[src/rtl/vfp_config_axi_slave_if.sv]
// AXI4-Lite bus bundle between the bench/PS initiator and the VFP configuration responder.
interface vfp_config_axi_slave_if #(
  parameter int ADDR_W = 8,
  parameter int DATA_W = 32
);
  logic [ADDR_W-1:0]   S_AXI_AWADDR;
  logic                S_AXI_AWVALID;
  logic                S_AXI_AWREADY;
  logic [DATA_W-1:0]   S_AXI_WDATA;
  logic [DATA_W/8-1:0] S_AXI_WSTRB;
  logic                S_AXI_WVALID;
  logic                S_AXI_WREADY;
  logic [1:0]          S_AXI_BRESP;
  logic                S_AXI_BVALID;
  logic                S_AXI_BREADY;
  logic [ADDR_W-1:0]   S_AXI_ARADDR;
  logic                S_AXI_ARVALID;
  logic                S_AXI_ARREADY;
  logic [DATA_W-1:0]   S_AXI_RDATA;
  logic [1:0]          S_AXI_RRESP;
  logic                S_AXI_RVALID;
  logic                S_AXI_RREADY;

  modport master (
    output S_AXI_AWADDR, S_AXI_AWVALID, S_AXI_WDATA, S_AXI_WSTRB, S_AXI_WVALID,
           S_AXI_BREADY, S_AXI_ARADDR, S_AXI_ARVALID, S_AXI_RREADY,
    input  S_AXI_AWREADY, S_AXI_WREADY, S_AXI_BRESP, S_AXI_BVALID,
           S_AXI_ARREADY, S_AXI_RDATA, S_AXI_RRESP, S_AXI_RVALID
  );

  modport slave (
    input  S_AXI_AWADDR, S_AXI_AWVALID, S_AXI_WDATA, S_AXI_WSTRB, S_AXI_WVALID,
           S_AXI_BREADY, S_AXI_ARADDR, S_AXI_ARVALID, S_AXI_RREADY,
    output S_AXI_AWREADY, S_AXI_WREADY, S_AXI_BRESP, S_AXI_BVALID,
           S_AXI_ARREADY, S_AXI_RDATA, S_AXI_RRESP, S_AXI_RVALID
  );
endinterface

[src/rtl/vfp_config_axi_slave.sv]
// AXI4-Lite responder holding the VFP configuration register file; fields drive the
// filter/video datapath as static outputs, plus a revision word and a CPU ack pulse.
module vfp_config_axi_slave #(
  parameter int          C_S_AXI_DATA_WIDTH = 32,
  parameter int          C_S_AXI_ADDR_WIDTH = 8,
  parameter logic [31:0] REVISION           = 32'h09072019
) (
  input  logic                  S_AXI_ACLK,
  input  logic                  S_AXI_ARESETN,
  vfp_config_axi_slave_if.slave s_axi,
  output logic [31:0]           oRgbOsharp,
  output logic [31:0]           oEdgeType,
  output logic [31:0]           aBusSelect,
  output logic [31:0]           threshold,
  output logic [31:0]           videoChannel,
  output logic [31:0]           dChannel,
  output logic [31:0]           cChannel,
  output logic [31:0]           pointInterest,
  output logic [31:0]           deltaConfig,
  output logic [31:0]           cpuWgridLock,
  output logic [31:0]           cpuAckoffFrame,
  output logic [31:0]           fifoReadAddress,
  output logic [31:0]           clearFifoData,
  output logic                  cpuAckGoAgain,
  output logic [47:0]           rgbCoord,
  output logic [31:0]           oLumTh,
  output logic [31:0]           oHsvPerCh,
  output logic [31:0]           oYccPerCh
);
  localparam int AW = C_S_AXI_ADDR_WIDTH;
  localparam int DW = C_S_AXI_DATA_WIDTH;
  localparam int SW = DW / 8;

  typedef struct packed {
    logic [31:0] rgbOsharp, edgeType, busSelect, threshold, videoChannel, dChannel, cChannel;
    logic [31:0] pointInterest, deltaConfig, wgridLock, ackoffFrame, fifoReadAddress, clearFifoData;
    logic [31:0] lumTh, hsvPerCh, yccPerCh;
    logic [7:0]  bh, bl, gh, gl, rh, rl;
  } cfg_t;

  localparam cfg_t CfgReset = '{bh: 8'hFF, gh: 8'hFF, rh: 8'hFF, default: '0};

  function automatic logic [DW-1:0] mergeBytes(input logic [DW-1:0] oldV,
                                                input logic [DW-1:0] newV,
                                                input logic [SW-1:0] strb);
    logic [DW-1:0] res;
    res = oldV;
    for (int i = 0; i < SW; i++) begin
      if (strb[i]) res[i*8 +: 8] = newV[i*8 +: 8];
    end
    return res;
  endfunction

  logic          awReady_q, awReady_d, awHeld_q, awHeld_d;
  logic [AW-1:0] awAddr_q, awAddr_d;
  logic          wReady_q, wReady_d, wHeld_q, wHeld_d;
  logic [DW-1:0] wData_q, wData_d;
  logic [SW-1:0] wStrb_q, wStrb_d;
  logic          bValid_q, bValid_d;
  logic          ackPulse_q, ackPulse_d;
  cfg_t          cfg_q, cfg_d;
  logic          arReady_q, arReady_d, rValid_q, rValid_d;
  logic [DW-1:0] rData_q, rData_d;
  logic          commit;
  logic [AW-1:0] arAddr;
  logic [DW-1:0] readWord;
  logic          unusedAddrBits;

  assign unusedAddrBits = ^{s_axi.S_AXI_AWADDR[1:0], s_axi.S_AXI_ARADDR[1:0]};

  always_ff @(posedge S_AXI_ACLK or negedge S_AXI_ARESETN) begin
    if (!S_AXI_ARESETN) begin
      awReady_q  <= 1'b0;
      awHeld_q   <= 1'b0;
      awAddr_q   <= '0;
      wReady_q   <= 1'b0;
      wHeld_q    <= 1'b0;
      wData_q    <= '0;
      wStrb_q    <= '0;
      bValid_q   <= 1'b0;
      ackPulse_q <= 1'b0;
      cfg_q      <= CfgReset;
      arReady_q  <= 1'b0;
      rValid_q   <= 1'b0;
      rData_q    <= '0;
    end else begin
      awReady_q  <= awReady_d;
      awHeld_q   <= awHeld_d;
      awAddr_q   <= awAddr_d;
      wReady_q   <= wReady_d;
      wHeld_q    <= wHeld_d;
      wData_q    <= wData_d;
      wStrb_q    <= wStrb_d;
      bValid_q   <= bValid_d;
      ackPulse_q <= ackPulse_d;
      cfg_q      <= cfg_d;
      arReady_q  <= arReady_d;
      rValid_q   <= rValid_d;
      rData_q    <= rData_d;
    end
  end

  // AW and W are captured independently; the register update lands one edge after both are held.
  always_comb begin
    awReady_d  = 1'b0;
    awHeld_d   = awHeld_q;
    awAddr_d   = awAddr_q;
    wReady_d   = 1'b0;
    wHeld_d    = wHeld_q;
    wData_d    = wData_q;
    wStrb_d    = wStrb_q;
    bValid_d   = bValid_q;
    ackPulse_d = 1'b0;
    cfg_d      = cfg_q;
    commit     = awHeld_q && wHeld_q;

    if (s_axi.S_AXI_AWVALID && !awHeld_q && !bValid_q) begin
      awReady_d = 1'b1;
      awHeld_d  = 1'b1;
      awAddr_d  = {s_axi.S_AXI_AWADDR[AW-1:2], 2'b00};
    end
    if (s_axi.S_AXI_WVALID && !wHeld_q && !bValid_q) begin
      wReady_d = 1'b1;
      wHeld_d  = 1'b1;
      wData_d  = s_axi.S_AXI_WDATA;
      wStrb_d  = s_axi.S_AXI_WSTRB;
    end

    if (commit) begin
      awHeld_d   = 1'b0;
      wHeld_d    = 1'b0;
      bValid_d   = 1'b1;
      ackPulse_d = (awAddr_q == 8'h84) && wData_q[0];
      case (awAddr_q)
        8'h00: cfg_d.rgbOsharp       = mergeBytes(cfg_q.rgbOsharp, wData_q, wStrb_q);
        8'h04: cfg_d.edgeType        = mergeBytes(cfg_q.edgeType, wData_q, wStrb_q);
        8'h0C: cfg_d.busSelect       = mergeBytes(cfg_q.busSelect, wData_q, wStrb_q);
        8'h10: cfg_d.threshold       = mergeBytes(cfg_q.threshold, wData_q, wStrb_q);
        8'h14: cfg_d.videoChannel    = mergeBytes(cfg_q.videoChannel, wData_q, wStrb_q);
        8'h18: cfg_d.dChannel        = mergeBytes(cfg_q.dChannel, wData_q, wStrb_q);
        8'h1C: cfg_d.cChannel        = mergeBytes(cfg_q.cChannel, wData_q, wStrb_q);
        8'h7C: cfg_d.pointInterest   = mergeBytes(cfg_q.pointInterest, wData_q, wStrb_q);
        8'h80: cfg_d.deltaConfig     = mergeBytes(cfg_q.deltaConfig, wData_q, wStrb_q);
        8'h88: cfg_d.wgridLock       = mergeBytes(cfg_q.wgridLock, wData_q, wStrb_q);
        8'h8C: cfg_d.ackoffFrame     = mergeBytes(cfg_q.ackoffFrame, wData_q, wStrb_q);
        8'h90: cfg_d.fifoReadAddress = mergeBytes(cfg_q.fifoReadAddress, wData_q, wStrb_q);
        8'h94: cfg_d.clearFifoData   = mergeBytes(cfg_q.clearFifoData, wData_q, wStrb_q);
        8'hC8: if (wStrb_q[0]) cfg_d.rl = wData_q[7:0];
        8'hCC: if (wStrb_q[0]) cfg_d.rh = wData_q[7:0];
        8'hD0: if (wStrb_q[0]) cfg_d.gl = wData_q[7:0];
        8'hD4: if (wStrb_q[0]) cfg_d.gh = wData_q[7:0];
        8'hD8: if (wStrb_q[0]) cfg_d.bl = wData_q[7:0];
        8'hDC: if (wStrb_q[0]) cfg_d.bh = wData_q[7:0];
        8'hE0: cfg_d.lumTh           = mergeBytes(cfg_q.lumTh, wData_q, wStrb_q);
        8'hE4: cfg_d.hsvPerCh        = mergeBytes(cfg_q.hsvPerCh, wData_q, wStrb_q);
        8'hE8: cfg_d.yccPerCh        = mergeBytes(cfg_q.yccPerCh, wData_q, wStrb_q);
        default: ;
      endcase
    end else if (bValid_q && s_axi.S_AXI_BREADY) begin
      bValid_d = 1'b0;
    end
  end

  // Read decode sees the pre-commit register values, so a colliding write is not visible yet.
  always_comb begin
    arAddr   = {s_axi.S_AXI_ARADDR[AW-1:2], 2'b00};
    readWord = '0;
    case (arAddr)
      8'h00: readWord = cfg_q.rgbOsharp;
      8'h04: readWord = cfg_q.edgeType;
      8'h0C: readWord = cfg_q.busSelect;
      8'h10: readWord = cfg_q.threshold;
      8'h14: readWord = cfg_q.videoChannel;
      8'h18: readWord = cfg_q.dChannel;
      8'h1C: readWord = cfg_q.cChannel;
      8'h7C: readWord = cfg_q.pointInterest;
      8'h80: readWord = cfg_q.deltaConfig;
      8'h88: readWord = cfg_q.wgridLock;
      8'h8C: readWord = cfg_q.ackoffFrame;
      8'h90: readWord = cfg_q.fifoReadAddress;
      8'h94: readWord = cfg_q.clearFifoData;
      8'hC8: readWord = {24'h0, cfg_q.rl};
      8'hCC: readWord = {24'h0, cfg_q.rh};
      8'hD0: readWord = {24'h0, cfg_q.gl};
      8'hD4: readWord = {24'h0, cfg_q.gh};
      8'hD8: readWord = {24'h0, cfg_q.bl};
      8'hDC: readWord = {24'h0, cfg_q.bh};
      8'hE0: readWord = cfg_q.lumTh;
      8'hE4: readWord = cfg_q.hsvPerCh;
      8'hE8: readWord = cfg_q.yccPerCh;
      8'hFC: readWord = REVISION;
      default: readWord = '0;
    endcase
  end

  always_comb begin
    arReady_d = s_axi.S_AXI_ARVALID && !arReady_q && !rValid_q;
    rValid_d  = rValid_q;
    rData_d   = rData_q;
    if (arReady_q && s_axi.S_AXI_ARVALID) begin
      rValid_d = 1'b1;
      rData_d  = readWord;
    end else if (rValid_q && s_axi.S_AXI_RREADY) begin
      rValid_d = 1'b0;
    end
  end

  assign s_axi.S_AXI_AWREADY = awReady_q;
  assign s_axi.S_AXI_WREADY  = wReady_q;
  assign s_axi.S_AXI_BVALID  = bValid_q;
  assign s_axi.S_AXI_BRESP   = 2'b00;
  assign s_axi.S_AXI_ARREADY = arReady_q;
  assign s_axi.S_AXI_RVALID  = rValid_q;
  assign s_axi.S_AXI_RDATA   = rData_q;
  assign s_axi.S_AXI_RRESP   = 2'b00;

  assign oRgbOsharp      = cfg_q.rgbOsharp;
  assign oEdgeType       = cfg_q.edgeType;
  assign aBusSelect      = cfg_q.busSelect;
  assign threshold       = cfg_q.threshold;
  assign videoChannel    = cfg_q.videoChannel;
  assign dChannel        = cfg_q.dChannel;
  assign cChannel        = cfg_q.cChannel;
  assign pointInterest   = cfg_q.pointInterest;
  assign deltaConfig     = cfg_q.deltaConfig;
  assign cpuWgridLock    = cfg_q.wgridLock;
  assign cpuAckoffFrame  = cfg_q.ackoffFrame;
  assign fifoReadAddress = cfg_q.fifoReadAddress;
  assign clearFifoData   = cfg_q.clearFifoData;
  assign cpuAckGoAgain   = ackPulse_q;
  assign rgbCoord        = {cfg_q.bh, cfg_q.bl, cfg_q.gh, cfg_q.gl, cfg_q.rh, cfg_q.rl};
  assign oLumTh          = cfg_q.lumTh;
  assign oHsvPerCh       = cfg_q.hsvPerCh;
  assign oYccPerCh       = cfg_q.yccPerCh;
endmodule

[src/flat_wrapper.sv]
// flat-port wrapper written by rule: the top's interface ports become plain ports
module vfp_config_axi_slave_flat 
#(
  parameter int          C_S_AXI_DATA_WIDTH = 32,
  parameter int          C_S_AXI_ADDR_WIDTH = 8,
  parameter logic [31:0] REVISION           = 32'h09072019
)
  (S_AXI_ACLK, S_AXI_ARESETN, oRgbOsharp, oEdgeType, aBusSelect, threshold, videoChannel, dChannel, cChannel, pointInterest, deltaConfig, cpuWgridLock, cpuAckoffFrame, fifoReadAddress, clearFifoData, cpuAckGoAgain, rgbCoord, oLumTh, oHsvPerCh, oYccPerCh, s_axi_S_AXI_AWADDR, s_axi_S_AXI_AWVALID, s_axi_S_AXI_WDATA, s_axi_S_AXI_WSTRB, s_axi_S_AXI_WVALID, s_axi_S_AXI_BREADY, s_axi_S_AXI_ARADDR, s_axi_S_AXI_ARVALID, s_axi_S_AXI_RREADY, s_axi_S_AXI_AWREADY, s_axi_S_AXI_WREADY, s_axi_S_AXI_BRESP, s_axi_S_AXI_BVALID, s_axi_S_AXI_ARREADY, s_axi_S_AXI_RDATA, s_axi_S_AXI_RRESP, s_axi_S_AXI_RVALID);
  vfp_config_axi_slave_if s_axi_i ();
  input  logic S_AXI_ACLK;
  input  logic S_AXI_ARESETN;
  output logic [31:0] oRgbOsharp;
  output logic [31:0] oEdgeType;
  output logic [31:0] aBusSelect;
  output logic [31:0] threshold;
  output logic [31:0] videoChannel;
  output logic [31:0] dChannel;
  output logic [31:0] cChannel;
  output logic [31:0] pointInterest;
  output logic [31:0] deltaConfig;
  output logic [31:0] cpuWgridLock;
  output logic [31:0] cpuAckoffFrame;
  output logic [31:0] fifoReadAddress;
  output logic [31:0] clearFifoData;
  output logic cpuAckGoAgain;
  output logic [47:0] rgbCoord;
  output logic [31:0] oLumTh;
  output logic [31:0] oHsvPerCh;
  output logic [31:0] oYccPerCh;
  input wire logic [$bits(s_axi_i.S_AXI_AWADDR)-1:0] s_axi_S_AXI_AWADDR;
  input wire logic [$bits(s_axi_i.S_AXI_AWVALID)-1:0] s_axi_S_AXI_AWVALID;
  input wire logic [$bits(s_axi_i.S_AXI_WDATA)-1:0] s_axi_S_AXI_WDATA;
  input wire logic [$bits(s_axi_i.S_AXI_WSTRB)-1:0] s_axi_S_AXI_WSTRB;
  input wire logic [$bits(s_axi_i.S_AXI_WVALID)-1:0] s_axi_S_AXI_WVALID;
  input wire logic [$bits(s_axi_i.S_AXI_BREADY)-1:0] s_axi_S_AXI_BREADY;
  input wire logic [$bits(s_axi_i.S_AXI_ARADDR)-1:0] s_axi_S_AXI_ARADDR;
  input wire logic [$bits(s_axi_i.S_AXI_ARVALID)-1:0] s_axi_S_AXI_ARVALID;
  input wire logic [$bits(s_axi_i.S_AXI_RREADY)-1:0] s_axi_S_AXI_RREADY;
  output wire logic [$bits(s_axi_i.S_AXI_AWREADY)-1:0] s_axi_S_AXI_AWREADY;
  output wire logic [$bits(s_axi_i.S_AXI_WREADY)-1:0] s_axi_S_AXI_WREADY;
  output wire logic [$bits(s_axi_i.S_AXI_BRESP)-1:0] s_axi_S_AXI_BRESP;
  output wire logic [$bits(s_axi_i.S_AXI_BVALID)-1:0] s_axi_S_AXI_BVALID;
  output wire logic [$bits(s_axi_i.S_AXI_ARREADY)-1:0] s_axi_S_AXI_ARREADY;
  output wire logic [$bits(s_axi_i.S_AXI_RDATA)-1:0] s_axi_S_AXI_RDATA;
  output wire logic [$bits(s_axi_i.S_AXI_RRESP)-1:0] s_axi_S_AXI_RRESP;
  output wire logic [$bits(s_axi_i.S_AXI_RVALID)-1:0] s_axi_S_AXI_RVALID;
  assign s_axi_i.S_AXI_AWADDR = s_axi_S_AXI_AWADDR;
  assign s_axi_i.S_AXI_AWVALID = s_axi_S_AXI_AWVALID;
  assign s_axi_i.S_AXI_WDATA = s_axi_S_AXI_WDATA;
  assign s_axi_i.S_AXI_WSTRB = s_axi_S_AXI_WSTRB;
  assign s_axi_i.S_AXI_WVALID = s_axi_S_AXI_WVALID;
  assign s_axi_i.S_AXI_BREADY = s_axi_S_AXI_BREADY;
  assign s_axi_i.S_AXI_ARADDR = s_axi_S_AXI_ARADDR;
  assign s_axi_i.S_AXI_ARVALID = s_axi_S_AXI_ARVALID;
  assign s_axi_i.S_AXI_RREADY = s_axi_S_AXI_RREADY;
  assign s_axi_S_AXI_AWREADY = s_axi_i.S_AXI_AWREADY;
  assign s_axi_S_AXI_WREADY = s_axi_i.S_AXI_WREADY;
  assign s_axi_S_AXI_BRESP = s_axi_i.S_AXI_BRESP;
  assign s_axi_S_AXI_BVALID = s_axi_i.S_AXI_BVALID;
  assign s_axi_S_AXI_ARREADY = s_axi_i.S_AXI_ARREADY;
  assign s_axi_S_AXI_RDATA = s_axi_i.S_AXI_RDATA;
  assign s_axi_S_AXI_RRESP = s_axi_i.S_AXI_RRESP;
  assign s_axi_S_AXI_RVALID = s_axi_i.S_AXI_RVALID;
  vfp_config_axi_slave #(.C_S_AXI_DATA_WIDTH(C_S_AXI_DATA_WIDTH), .C_S_AXI_ADDR_WIDTH(C_S_AXI_ADDR_WIDTH), .REVISION(REVISION)) u_core (.S_AXI_ACLK(S_AXI_ACLK), .S_AXI_ARESETN(S_AXI_ARESETN), .s_axi(s_axi_i), .oRgbOsharp(oRgbOsharp), .oEdgeType(oEdgeType), .aBusSelect(aBusSelect), .threshold(threshold), .videoChannel(videoChannel), .dChannel(dChannel), .cChannel(cChannel), .pointInterest(pointInterest), .deltaConfig(deltaConfig), .cpuWgridLock(cpuWgridLock), .cpuAckoffFrame(cpuAckoffFrame), .fifoReadAddress(fifoReadAddress), .clearFifoData(clearFifoData), .cpuAckGoAgain(cpuAckGoAgain), .rgbCoord(rgbCoord), .oLumTh(oLumTh), .oHsvPerCh(oHsvPerCh), .oYccPerCh(oYccPerCh));
endmodule
[config.mk]
export PLATFORM = sky130hd
export DESIGN_NAME = vfp_config_axi_slave_flat
export DESIGN_NICKNAME = d
export VERILOG_FILES = /design/src/rtl/vfp_config_axi_slave_if.sv /design/src/rtl/vfp_config_axi_slave.sv /design/src/flat_wrapper.sv
export SDC_FILE = /design/constraint.sdc
export NUM_CORES = 1
export LEC_CHECK = 0
export ABC_AREA = 1
export ABC_CLOCK_PERIOD_IN_PS = 3200
export CORE_AREA = 2 2 258 260
export CTS_CLUSTER_DIAMETER = 40
export DETAILED_ROUTE_END_ITERATION = 10
export DIE_AREA = 0 0 260 262
export PLACE_DENSITY = 0.71
export SYNTH_ARGS = -nofsm -noshare
export SYNTH_HDL_FRONTEND = slang
export SYNTH_SLANG_ARGS = --single-unit
[constraint.sdc]
create_clock -name S_AXI_ACLK -period 3.2 [get_ports S_AXI_ACLK]
set_input_delay 0.64 -clock S_AXI_ACLK [delete_from_list [all_inputs] [get_ports S_AXI_ACLK]]
set_output_delay 0.64 -clock S_AXI_ACLK [all_outputs]
set_load 0.05 [all_outputs]
==> results.sh, run 1 <==
export IMPL_status="finished, final reports clean"
export IMPL_crit_cells=1
export IMPL_drt_iter0_drc=3297
export IMPL_cts_num_sinks=642
export IMPL_cp_top_family="buffers and inverters"
export IMPL_layout_cells_non_filler=5159
export IMPL_grt_max_degree=77
export IMPL_syn_to_final_growth_pct=41.2
export IMPL_yosysTopAreaCell="dfrtp_1"
export IMPL_wl_per_cell_um=24.5
export IMPL_max_clock_freq_mhz=368
export IMPL_start_util=0.433
export IMPL_synth_top_area_frac=0.547
export IMPL_grt_overflow=0
export IMPL_muxShareOfSynthArea=0
export IMPL_drtAntennaViolNets=0
export IMPL_vias_per_cell=5.55
export IMPL_grt_pass1_wl_um=180000
export IMPL_vdd_ir_drop_max_mv=0.536
export IMPL_layout_drive_gt1_share=0.0897
export IMPL_post_route_min_period_ns=2.72
export IMPL_leakagePower_uw=0.0183
export IMPL_slew_headroom=0.344
export IMPL_power_frac_clock=0.333
export IMPL_synth_xor_area_frac=0
export IMPL_worstMarginPinSlew_ns=0.983
export IMPL_core_um2=65300
export IMPL_crit_path_end="rgbCoord[24]"
export IMPL_r2r_slack_ns=0.64
export IMPL_ys_seq_area_frac=0.569
export IMPL_cts_buffer_depth=3
export IMPL_r2r_end="u_core.cpuWgridLock[24]"
export IMPL_path_cells="clkdlybuf4s50_1"
export IMPL_insertion_delay_ns=0.66
export IMPL_combPwrFrac=0.336
export IMPL_setup_tns_ns=0
export IMPL_startpoint_type="flip-flop"
export IMPL_required_ns=2.56
export IMPL_layout_nets=4261
export IMPL_rr_startpoint="u_core.awAddr_q[3]"
export IMPL_antenna_found_initial=10
export IMPL_port_buffer_count=652
export IMPL_critPathKind="flip-flop to output pin"
export IMPL_synth_top_family_by_area="simple AND/OR/NAND/NOR gates"
export IMPL_track_usage=0.364
export IMPL_rsz0062_at_grt="false"
export IMPL_place_gp_congestion=0.944
export IMPL_netlist_top_cells_area="dfrtp_1 55%, nand2_1 18%, o21ai_0 10%, nand3_1 3.6%, nor2_1 2.9%"
export IMPL_cap_violations=0
export IMPL_crit_buf_inv=1
export IMPL_p_int_uw=19800
export IMPL_hp_class="flip-flop to flip-flop"
export IMPL_fin_worst_skew_ns=0.0227
export IMPL_rows=94
export IMPL_setup_viol=0
export IMPL_cts_max_level=3
export IMPL_cp_startpoint="u_core.rgbCoord[24]"
export IMPL_cts_tree="built"
export IMPL_synth_cell_types=26
export IMPL_hold_viol_final=0
export IMPL_slowest_stage="clkdlybuf4s50_1"
export IMPL_period_share=0.850
export IMPL_cts_setup_buffers=0
export IMPL_synth_compound_area_frac=0.114
export IMPL_cellPowerDensity_nw_per_um2=858
export IMPL_ys_ff_latch=642
export IMPL_power_frac_seq=0.331
export IMPL_dp_cells=4962
export IMPL_die_x_um=260
export IMPL_crit_path_max_fanout=3
export IMPL_clkSlewWorstSetupHoldPaths_ns=0.06
export IMPL_power_net_switching_uw=14500
export IMPL_synthesis_instances=3506
export IMPL_first_global_vias=26589
export IMPL_die_y_um=262
export IMPL_cts_made_buffers=101
export IMPL_totalWireLength_um=127000
export IMPL_io_pins=661
export IMPL_maxSlewViolCount=0
export IMPL_largest_reg_flops=48
export IMPL_drt_pre_antenna_iters=8
export IMPL_cp_arrival_ns=2.08
export IMPL_total_power_uw=34300
export IMPL_synth_fa_ha_area_frac=0
export IMPL_slowest_delay_ns=0.83
export IMPL_r2r_cells=7
export IMPL_synthesis_area_um2=28300
export IMPL_switching_share=0.422
export IMPL_yosysWarnings=0
export IMPL_num_vias=28621
export IMPL_dp_hpwl_um=91600
export IMPL_root_buffer="clkbuf_16"
export IMPL_drc=0
export IMPL_yosys_area_share_simple=0.264
export IMPL_end_kind="output pin"
export IMPL_die_area_um2=68100
export IMPL_syn_avg_cell_area_um2=8.07
==> metal layers <==
metal | wire length, um | global-route usage
met3 | 13800 | 0.0836
met5 | 81 | 0
met2 | 58300 | 0.570
met1 | 48000 | 0.478
met4 | 6450 | 0.180
==> stage by stage <==
stage               utilization  cell area [um^2]  hold WS [ns]  worst slack, ns
detailed placement        0.557             36400         0.470           0.0295
finish                    0.612             40000         0.481            0.481
global route              0.612             39900         0.500            0.441
CTS                       0.612             39900         0.481            0.446
global placement          0.557             36400         0.462           0.0982
floorplan                     -             28300         0.344             1.34
==> power by group through the flow <==
stage / logic [uW] / registers (uW) / clock network [uW]
global placement: 11300 / 11400 / 0
floorplan: 2380 / 15400 / 0
global route: 12000 / 11500 / 11800
finish: 11500 / 11400 / 11400
detailed placement: 11400 / 11400 / 0
CTS: 11500 / 11300 / 11500
==> cell families after synthesis <==
group                  count (synthesis)
flip-flops                           642
AND/OR/NAND/NOR                     1858
AO/OA/AOI/OAI                        633
buffers and inverters                372
other                                  1
==> synthesized netlist by cell type <==
| library cell | number |
|---|---|
| a21oi_1 | 14 |
| buf_1 | 4 |
| buf_2 | 39 |
| buf_4 | 13 |
| clkbuf_1 | 140 |
| clkbuf_2 | 1 |
| conb_1 | 1 |
| dfrtp_1 | 618 |
| dfstp_2 | 24 |
| inv_1 | 168 |
| inv_2 | 7 |
| nand2_1 | 1368 |
| nand2_2 | 2 |
| nand3_1 | 203 |
| nand4_1 | 30 |
| nor2_1 | 221 |
| nor2_2 | 18 |
| nor2_4 | 9 |
| nor3_1 | 1 |
| nor3_2 | 2 |
| nor3_4 | 1 |
| nor4_1 | 2 |
| nor4_2 | 1 |
| o21a_1 | 26 |
| o21ai_0 | 570 |
| o21ai_1 | 23 |
==> placed cells by master, fill, tap and decap left out, types with 13 or more instances in the layout <==
master and instances:
clkbuf_16 101, o21ai_1 23, nor2_1 214, o21a_1 26
nor2_2 15, clkinvlp_4 13, o21ai_0 570, dfstp_2 24
dfrtp_1 618, nand4_1 30, nor2_4 19, inv_1 168
clkbuf_1 13, buf_4 116, a21oi_1 14, inv_6 13
nand3_1 203, nand2_1 1367, buf_12 18, clkdlybuf4s50_1 651
==> timing repair <==
action	CTS	global route
endpoints found under the hold margin	39	0
hold buffers	1	0
resized for setup	0	0
==> worst min-delay path by stage <==
| stage | startpoint | endpoint | cells after the start |
|---|---|---|---|
| final | u_core.s_axi.S_AXI_RDATA[22] | u_core.s_axi.S_AXI_RDATA[22] | 2 |
| after global routing | u_core.s_axi.S_AXI_RDATA[27] | u_core.s_axi.S_AXI_RDATA[27] | 2 |
| after CTS | u_core.s_axi.S_AXI_ARREADY | u_core.s_axi.S_AXI_ARREADY | 1 |
| after detailed placement | u_core.s_axi.S_AXI_ARREADY | u_core.s_axi.S_AXI_ARREADY | 1 |
| after global placement | u_core.wData_q[31] | u_core.pointInterest[31] | 2 |
| after floorplan | S_AXI_ARESETN | u_core.aBusSelect[0] | 0 |
==> layout make-up <==
type / instances / area, um^2
multi-input cells: 2495 / 10800
clock buffers: 125 / 2730
repair buffers: 787 / 7770
flip-flops and latches: 642 / 16100
diodes: 5 / 12.5
inverters: 175 / 658
clock inverters: 66 / 826
fillers: 5641 / 25300
well taps: 864 / 1080
(Power assumes the default switching activity.)
==> run 2, diff against run 1 <==
--- a/config.mk
+++ b/config.mk
@@ -6,12 +6,12 @@
 export NUM_CORES = 1
 export LEC_CHECK = 0
 export ABC_AREA = 1
-export ABC_CLOCK_PERIOD_IN_PS = 3200
-export CORE_AREA = 2 2 258 260
+export ABC_CLOCK_PERIOD_IN_PS = 2250
+export CORE_AREA = 2 2 259 261
 export CTS_CLUSTER_DIAMETER = 40
 export DETAILED_ROUTE_END_ITERATION = 10
-export DIE_AREA = 0 0 260 262
-export PLACE_DENSITY = 0.71
+export DIE_AREA = 0 0 261 263
+export PLACE_DENSITY = 0.73
 export SYNTH_ARGS = -nofsm -noshare
 export SYNTH_HDL_FRONTEND = slang
 export SYNTH_SLANG_ARGS = --single-unit
==> constraint.sdc (replaced) <==
create_clock -name S_AXI_ACLK -period 2.25 [get_ports S_AXI_ACLK]
set_input_delay 0.45 -clock S_AXI_ACLK [delete_from_list [all_inputs] [get_ports S_AXI_ACLK]]
set_output_delay 0.45 -clock S_AXI_ACLK [all_outputs]
set_load 0.05 [all_outputs]
==> run 2 against run 1 <==
Effect of this change: non-clock buffer count grew 95; register-to-register slack lost 0.47 ns; clock skew grew 0.0068 ns; worst setup slack lost 0.46 ns; cell count grew 1.7%.
==> results.sh, run 2 (same netlist as run 1, synthesis figures left out) <==
export IMPL_r2r_cells=8
export IMPL_holdPathEnd="u_core.wData_q[0]"
export IMPL_track_usage=0.368
export IMPL_crit_buf_inv=1
export IMPL_cp_top_family="flip-flops"
export IMPL_clkSlewWorstSetupHoldPaths_ns=0.06
export IMPL_cts_num_sinks=642
export IMPL_die_area_um2=68600
export IMPL_cap_violations=0
export IMPL_drt_iter0_drc=4014
export IMPL_cp_startpoint="u_core.rgbCoord[40]"
export IMPL_status="finished, final reports clean"
export IMPL_power_net_switching_uw=20600
export IMPL_period_share=0.991
export IMPL_combPwrFrac=0.323
export IMPL_switching_share=0.432
export IMPL_startpoint_type="flip-flop"
export IMPL_slowest_stage="dfstp_2"
export IMPL_crit_path_max_fanout=3
export IMPL_m1WireLength_um=48200
export IMPL_grt_pass1_wl_um=186000
export IMPL_power_frac_clock=0.340
export IMPL_start_util=0.431
export IMPL_p_int_uw=27100
export IMPL_die_x_um=261
export IMPL_io_pins=661
export IMPL_cts_setup_buffers=0
export IMPL_worst_slack_ns=0.0214
export IMPL_layout_drive_gt1_share=0.123
export IMPL_dp_hpwl_um=93300
export IMPL_setup_viol=0
export IMPL_drt_pre_antenna_iters=7
export IMPL_final_cell_mix="1367 x nand2_1, 618 x dfrtp_1, 570 x o21ai_0"
export IMPL_cts_tree="built"
export IMPL_first_global_vias=27701
export IMPL_top_layer_used="met5"
export IMPL_cts_max_level=3
export IMPL_post_route_min_period_ns=2.23
export IMPL_total_power_uw=47700
export IMPL_met3_length_um=14400
export IMPL_max_clock_freq_mhz=449
export IMPL_vdd_ir_drop_max_mv=1.00
export IMPL_rows=94
export IMPL_worstMarginPinSlew_ns=0.992
export IMPL_final_area_um2=40100
export IMPL_place_gp_congestion=0.968
export IMPL_vias_per_cell=5.58
export IMPL_syn_to_final_growth_pct=41.7
export IMPL_r2r_slack_ns=0.17
export IMPL_rr_startpoint="u_core.awHeld_q"
export IMPL_required_ns=1.80
export IMPL_routed_wl_met2_um=57100
export IMPL_drc=0
export IMPL_cts_buffer_depth=3
export IMPL_root_buffer="clkbuf_16"
export IMPL_end_kind="output pin"
export IMPL_leakagePower_uw=0.0214
export IMPL_grt_max_degree=80
export IMPL_layout_nets=4354
export IMPL_cp_arrival_ns=1.78
export IMPL_pre_cts_ws_ns=-0.506
export IMPL_port_buffer_count=652
export IMPL_path_cells="dlygate4sd2_1"
export IMPL_power_frac_seq=0.337
export IMPL_min_path_cells=3
export IMPL_slew_headroom=0.339
export IMPL_grt_overflow=0
export IMPL_maxSlewViolCount=0
export IMPL_r2r_end="u_core.deltaConfig[21]"
export IMPL_cellPowerDensity_nw_per_um2=1190
export IMPL_postPlaceCellArea_um2=37200
export IMPL_fin_worst_skew_ns=0.0295
export IMPL_critPathKind="flip-flop to output pin"
export IMPL_hold_viol_final=0
export IMPL_largest_reg_flops=48
export IMPL_final_common_cell="nand2_1"
export IMPL_core_um2=65600
export IMPL_slowest_delay_ns=0.59
export IMPL_insertion_delay_ns=0.66
export IMPL_die_y_um=263
export IMPL_hp_class="input port to flip-flop"
export IMPL_antenna_found_initial=10
export IMPL_totalWireLength_um=127000
export IMPL_drtAntennaViolNets=0
export IMPL_cts_made_buffers=99
export IMPL_wl_per_cell_um=24.2
export IMPL_num_vias=29272
export IMPL_min_from="s_axi_S_AXI_WDATA[0]"
run 2: cell types whose count changed in the layout (fill, tap and decap cells not counted), moves of 6 or more:
cell,change
clkdlybuf4s50_1,-597
dlygate4sd2_1,+536
clkbuf_8,-6
buf_12,+21
buf_4,+133
run 2: worst max path at each step:
stage | endpoint | slack (ns) | depth (start not counted)
floorplan | u_core.s_axi.S_AXI_RDATA[6] | 0.58 | 11
global placement | u_core.s_axi.S_AXI_RDATA[1] | -0.51 | 14
detailed placement | u_core.s_axi.S_AXI_RDATA[1] | -0.51 | 13
CTS | s_axi_S_AXI_WREADY | 0.009 | 1
global route | u_core.deltaConfig[21] | -0.001 | 8
finish | rgbCoord[40] | 0.02 | 1
run 2: timing repair:
action,4_1_cts,5_1_grt
endpoints found under the setup margin,538,23
hold buffers,1,0
resized for setup,539,4
endpoints found under the hold margin,21,0
run 2: routing by layer:
layer | vias to the layer above | GRT usage
met5 | - | 0
met4 | 14 | 0.183
met3 | 406 | 0.0922
met2 | 2041 | 0.562
met1 | 13958 | 0.486
li1 | 12853 | -
run 2: cell type report:
cell class	count	area, um^2
Antenna cell	3	7.51
Clock buffer	118	2620
Clock inverter	70	915
Fill cell	5826	25500
Inverter	175	657
Multi-Input combinational cell	2495	10800
Sequential cell	642	16100
Tap cell	864	1080
Timing Repair Buffer	882	7930
run 2: stage by stage:
stage	setup TNS, ns	cells	hold slack (ns)	utilization
final	0	5249	0.353	0.611
after global routing	-0.00150	5246	0.362	0.611
after detailed placement	-13.36	5057	0.424	0.567
after global placement	-13.16	5057	0.424	0.567
after floorplan	0	3509	0.154	-
after CTS	0	5246	0.327	0.611
run 2: power by group through the flow:
stage	Sequential, uW	Combinational [uW]	Clock, uW
global placement	16200	16300	0
global route	16300	16100	16800
finish	16100	15400	16200
floorplan	21900	3380	0
CTS	16000	15400	16300
detailed placement	16200	16500	0
run 2: tightest hold or removal path, cell delays in order:
cell and delay [ns]:
clkdlybuf4s50_1 0.40, nand2_1 0.06, o21ai_0 0.06
